**src/rtl/simon_key_scheduler.sv**
```systemverilog
// SIMON round-key generator: loads an M-word master key and streams T round keys,
// deriving each new key word from a sliding M-word window.
module simon_key_scheduler #(
    parameter int N  = 16,
    parameter int M  = 4,
    parameter int T  = 32,
    parameter int Cb = 5
) (
    input  logic            clk,
    input  logic            nReset,
    input  logic            abort,
    input  logic            key_valid,
    output logic            key_ready,
    input  logic [M*N-1:0]  key,
    output logic            rk_valid,
    input  logic            rk_ready,
    output logic [N-1:0]    rk,
    output logic [Cb-1:0]   rk_round,
    output logic            rk_last,
    output logic            busy
);

    typedef enum logic {IDLE, RUN} state_t;

    localparam logic [61:0]   Z    = 62'b01100111000011010100100010111110110011100001101010010001011111;
    localparam logic [Cb-1:0] LAST = Cb'(T - 1);

    state_t        state, state_next;
    logic [N-1:0]  w [M];
    logic [Cb-1:0] cnt;

    logic          load, advance;
    logic [5:0]    z_idx;
    logic          z_bit;
    logic [N-1:0]  t_rot, t_mix, f_word;

    assign key_ready = (state == IDLE) && !abort;
    assign rk_valid  = (state == RUN) && !abort;
    assign rk        = w[0];
    assign rk_round  = cnt;
    assign rk_last   = rk_valid && (cnt == LAST);
    assign busy      = (state == RUN);

    assign load    = key_valid && key_ready;
    assign advance = rk_valid && rk_ready && (cnt != LAST);

    // Next key word: the round constant bit only ever touches bit 0.
    always_comb begin
        z_idx  = 6'(int'(cnt) % 62);
        z_bit  = Z[z_idx];
        t_rot  = {w[M-1][2:0], w[M-1][N-1:3]};
        if (M == 4) t_rot = t_rot ^ w[1];
        t_mix  = t_rot ^ {t_rot[0], t_rot[N-1:1]};
        f_word = ~w[0] ^ t_mix ^ N'(3) ^ N'(z_bit);
    end

    // NOTE: every always_comb output gets a default first so no latch is inferred.
    always_comb begin
        state_next = state;
        if (abort) begin
            state_next = IDLE;
        end else begin
            case (state)
                IDLE:    if (key_valid) state_next = RUN;
                RUN:     if (rk_ready && cnt == LAST) state_next = IDLE;
                default: state_next = IDLE;
            endcase
        end
    end

    // NOTE: the window is a handful of flops, not a RAM, so it is reset to give rk a defined value.
    always_ff @(posedge clk or negedge nReset) begin
        if (!nReset) begin
            state <= IDLE;
            cnt   <= '0;
            for (int j = 0; j < M; j++) w[j] <= '0;
        end else begin
            state <= state_next;
            if (load) begin
                for (int j = 0; j < M; j++) w[j] <= key[j*N +: N];
                cnt <= '0;
            end else if (advance) begin
                for (int j = 0; j < M - 1; j++) w[j] <= w[j+1];
                w[M-1] <= f_word;
                cnt    <= cnt + Cb'(1);
            end
        end
    end

endmodule

```
**config.mk**
```make
export PLATFORM = sky130hd
export DESIGN_NAME = simon_key_scheduler
export DESIGN_NICKNAME = d
export VERILOG_FILES = /design/src/rtl/simon_key_scheduler.sv
export SDC_FILE = /design/constraint.sdc
export NUM_CORES = 1
export LEC_CHECK = 0
export CAP_MARGIN = 40
export CORE_MARGIN = 4
export CORE_UTILIZATION = 30
export CTS_CLUSTER_DIAMETER = 200
export DETAILED_ROUTE_END_ITERATION = 8
export PLACE_DENSITY = 0.6
export SLEW_MARGIN = 5
export SYNTH_ARGS = -nofsm -noshare
export SYNTH_HDL_FRONTEND = slang
export SYNTH_SLANG_ARGS = --single-unit
export TNS_END_PERCENT = 50
```
**constraint.sdc**
```tcl
create_clock -name clk -period 1.9 [get_ports clk]
set_input_delay 0.38 -clock clk [delete_from_list [all_inputs] [get_ports clk]]
set_output_delay 0.38 -clock clk [all_outputs]
set_load 0.01 [all_outputs]
```
### Yosys cells after proc, flatten, opt, wreduce, memory -nomap -nowiden

Memories as Yosys holds them, arrays and structs flattened.
Cells that the tools add are included.

* shifts and indexed selects: 0
* order comparisons: 1
* equality and inequality tests: 2
* div/mod/pow operators: 1
* $mul: 0
* mux-type cells: 9
* reduce and logical (&&, ||, !) cells: 9
* bitwise gates (word level): 7
* add/sub/neg operators: 1

Operators by type and width (count)
* 64-bit two-way mux: 2
* 16-bit bitwise XOR: 3
* 6-bit by 7-bit remainder unit with 32-bit output (second input constant): 1
* 16-bit inverter: 1
* 16-bit by 1-bit bitwise XOR with 16-bit output: 1
* 5-bit two-way mux: 2
* 1-bit logical AND: 7
* 6-bit by 7-bit less-than comparator with 1-bit output (second input constant): 1
* 5-bit by 1-bit adder with 5-bit output (second input constant): 1
* 5-bit equality test (second input constant): 1
* 5-bit inequality test (second input constant): 1
* 1-bit two-way mux: 4
* 2-bit inverter: 1
* 1-bit case mux with 2 select lines: 1
* 2-bit nonzero test: 1
* 1-bit logical NOT: 1
* 1-bit inverter: 1

* memories: 1
* memory bits (writable): 0
* ROM bits: 64
* bits in registers: 70
* latch bits: 0
* word-level logic and storage cells: 37
* output and inout port bits: 25

Memory list
* (name not given): depth 64, width 1, read ports 1, clocked after Yosys merged registers in 0, write ports 0, line 50 `z_bit = Z[z_idx];`

### Longest topological paths before layout

* word-level depth: 7
* gate-level depth with buffers: 9
* gate-level depth less buffers: 7

### Worst setup path after synthesis

No wires, ideal clock.

* kind: reg2reg
* from: register cnt[1] (netlist: rk_round[1])
* to: register w[10] (netlist bit)
* stages on the path, launching flop included: 9
* data required time: 1.782 ns
* data arrival time: 1.831 ns
* setup slack: -0.050 ns
* buffers on the path: 2
* path through: dfrtp_1 ha_1 and3_1 ha_1 and4bb_1 buf_4 buf_2 a21oi_1 a21o_1

* longest elaborated chain between the ends: 3

Ends and longest elaborated chain
* start, declared: line 30 `logic [Cb-1:0] cnt;`
* start signal, assigned: line 85 `cnt <= cnt + Cb'(1);`
* 5-bit inequality test: line 45 `assign advance = rk_valid && rk_ready && (cnt != LAST);`
* 1-bit logical AND: line 45
* 2-bit nonzero test (no source line)
* end signal, assigned by index: line 84 `w[M-1] <= f_word;`
* end, declared: line 29 `logic [N-1:0] w [M];`

No other way between the ends.
A chain may end at the register's enable or synchronous reset.

### Final worst setup path

* from: register cnt[1] (netlist: rk_round[1])
* to: output rk_last

* longest elaborated chain between the ends: 2

Ends and longest elaborated chain
* 5-bit equality test: line 41 `assign rk_last = rk_valid && (cnt == LAST);`
* 1-bit logical AND: line 41
* end, declared: line 19 `output logic rk_last,`

No other way between the ends.

==> metrics.txt <==
Top delay family on crit path flip-flops; element type at the critical path end output pin; antenna violations before repair 0; sinks on the clock net 70; die outline height between 100 and 150 um; net count of the finished layout roughly 560; overall power 0.00643 W; H-tree lvl count 3; final-layout worst hold slack 9.33 ps; final clock period utilization by the worst path 104%; overall fraction of global-route tracks in use 15.0%; average size of a mapped cell just under 10 um2; number of DRC markers after the initial detailed-route iteration ~240; Fin Setup TNS -688 ps; tightest slew margin relative to the limit between 60% and 70%; CTS Buffer Depth 2; Critical Path AT 1590 ps; max-capacitance violation count 0; DRC 0; Synth Net Count 462; total instance count after detailed placement around 630; worst hold-check path type in -> async; final-report hold violation count 0; Placer Congestion 0.751; final routed wire length divided by cell count 17.1 um; Mapped Cells 388; Placement Rows 41; total area of multi-input combinational cells 1970 um2; total routed wirelength about 11000 um; Lkg Pwr between 2 and 3 nW; number of storage elements in the synthesis netlist 70; PD cells 1130 nW/um2; post-layout worst setup margin -72.7 ps; sequential element share of the synthesized area 45.5%; critical-path maximum fanout 3; CTS tree yes; Horiz. Die Dim 121 um; fin cells about 670; cell type with the highest occurrence count on the critical path ha_4; count of warnings emitted by yosys 0; run status complete, but fails checks; setup-violating endpoint count in the final report 33; worst clock skew 5.09 ps; setup repair after global routing missed its margin yes; starting utilization of the core area between 30 and 40%; sequence of cells on the critical path ha_4, and3_4, ha_4, buf_4, and2_4, buf_6; number of buffers created by CTS 9; number of buffers inserted by port buffering 93; first-pass GRT wire length ~17000 um; CTS root buf clkbuf_16; fraction of layout instances using a drive strength above 1 between 10% and 20%; area of the mapped netlist 3850 um2; first-pass iteration count of the detailed router 4; maximum clock rate 0.507 GHz; violations in the final reports negative setup slack; post-detail-place hpwl just over 7000 um; total congestion overflow after global routing 0; largest stage delay on the critical path 430 ps; Final Max Slew Viols 0; clock-pin slew of the registers on the worst-case setup and hold paths 60 ps; Post-DRT Antenna Nets 0; Crit path buffers/inverters 2; maximum number of pins on one net before global-route repair 66; CP Data Required Time roughly 1500 ps; # IOs 94; number of distinct library cell variants in the gate-level netlist after synthesis 40; crit path max-delay cell type dfrtp_2; vias per cell 4.79; Syn-to-layout area delta 47.4%; number of antenna cells inserted 0; number of filler instances in the final layout 1216; Die ar. around 15000 um2; type of the worst setup path reg -> out; type of origin of the critical path register; transition time at the pin with the least slew margin 503 ps; register area 1750 um2; post-route minimum period 1970 ps; Placeable Area ~13000 um2; clk_lat worst skew 330 ps; number of global-route vias before repair 3315; Max IR drop VDD ~0.5 mV; vias after detailed routing 3191
power breakdown:
group	internal, W	switching (W)	total (W)
Clock	0.00118	0.000618	0.00180
Combinational	0.00140	0.000951	0.00235
Sequential	0.00187	0.000408	0.00228
Total	0.00445	0.00198	0.00643
synthesized netlist by cell type (all sizes together):
master / count / area share, %
xnor2: 3 / 0.68
a22o: 1 / 0.23
xnor3: 11 / 6.5
nand2b: 1 / 0.16
buf: 36 / 6.5
xor2: 18 / 4.1
a21oi: 6 / 0.78
a22oi: 48 / 9.4
and3: 1 / 0.16
nor4: 1 / 0.16
o211a: 1 / 0.26
o32ai: 1 / 0.23
a21o: 4 / 0.78
a211oi: 1 / 0.19
mux2: 1 / 0.29
o21ai: 26 / 3.4
dfrtp: 70 / 45
or3b: 1 / 0.23
nand4: 1 / 0.16
nor2: 15 / 1.7
mux2i: 1 / 0.26
nor3b: 1 / 0.32
nor3: 1 / 0.13
nor2b: 3 / 0.49
o22ai: 1 / 0.16
and4bb: 1 / 0.32
clkbuf: 4 / 0.42
ha: 5 / 1.6
xor3: 5 / 3.1
and2: 1 / 0.16
inv: 1 / 0.097
nand2: 115 / 11
nand4bb: 1 / 0.29
and3b: 1 / 0.23
placed cells by master, fill, tap and decap left out, drive strengths merged, types with 2 or more instances in the layout:
cell type and instances:
clkinv 2, a22oi 48, nor2 15, a21oi 6, clkbuf 14, clkdlybuf4s50 88
xnor3 11, o21ai 26, xnor2 3, nand2 115, dfrtp 70, bufinv 2
a21o 4, ha 5, bufbuf 2, xor2 18, xor3 5, buf 35
nor2b 3
kinds of logic (layout without fill, tap and decap cells):
group           after synthesis  in the layout  share of synthesized area [%]
xor+xnor                     37             37                           14.3
simple gates                144            144                           15.7
buf+inv                      41            147                           7.01
fa+ha+maj                     5              5                           1.62
flops                        70             70                           45.5
compound gates               89             89                           15.4
mux                           2              2                          0.552
registers in the layout (all words and copies together), names as in the netlist:
signal / count
rk: 16
rk_round: 5
busy: 1
w: 48
final cells by class:
| cell class | instances | area share, % |
|---|---|---|
| clock buffers | 12 | 4.34 |
| clock inverters | 4 | 1.23 |
| inverters | 1 | 0.0661 |
| multi-input cells | 277 | 34.6 |
| flip-flops and latches | 70 | 30.9 |
| well taps | 172 | 3.79 |
| repair buffers | 130 | 25.1 |
timing repair:
| action | 4_1_cts | 5_1_grt |
|---|---|---|
| setup endpoints to repair | 69 | 72 |
| hold buffers | 0 | 0 |
| gates cloned | 3 | 3 |
| pin swaps | 8 | 8 |
| buffers inserted | 9 | 1 |
| gates resized for setup | 35 | 25 |
final timing paths:
| kind | from | to | slack, ps | cells after the start |
|---|---|---|---|---|
| setup reg to reg | rk_round[1] | w[7] | -40 | 10 |
| max in group asynchronous | nReset | rk_round[0] | 1290 | 2 |
| hold reg to reg | w[23] | w[23] | 470 | 2 |
| setup / recovery | rk_round[1] | rk_last | -70 | 6 |
| min in group clk | w[23] | w[23] | 470 | 2 |
| hold / removal | nReset | rk[12] | 9 | 1 |
through the flow:
stage	setup WS, ps	utilization, %	cell area (um2)
final	-72.7	45.0	5680
after global routing	-117	45.0	5680
after global placement	-437	38.9	4910
after floorplan	7.84	-	3860
after detailed placement	-335	39.1	4930
after CTS	-93.8	43.6	5510
routing by layer:
metal / wire length [um] / global-route usage (%) / vias up
met4: 255 / 4.27 / 0
met5: 0 / 0 / -
met3: 607 / 3.59 / 20
met2: 5470 / 24.6 / 101
met1: 5030 / 19.8 / 1553
li1: - / - / 1517
Note: power is estimated with default switching activity, not from simulation.
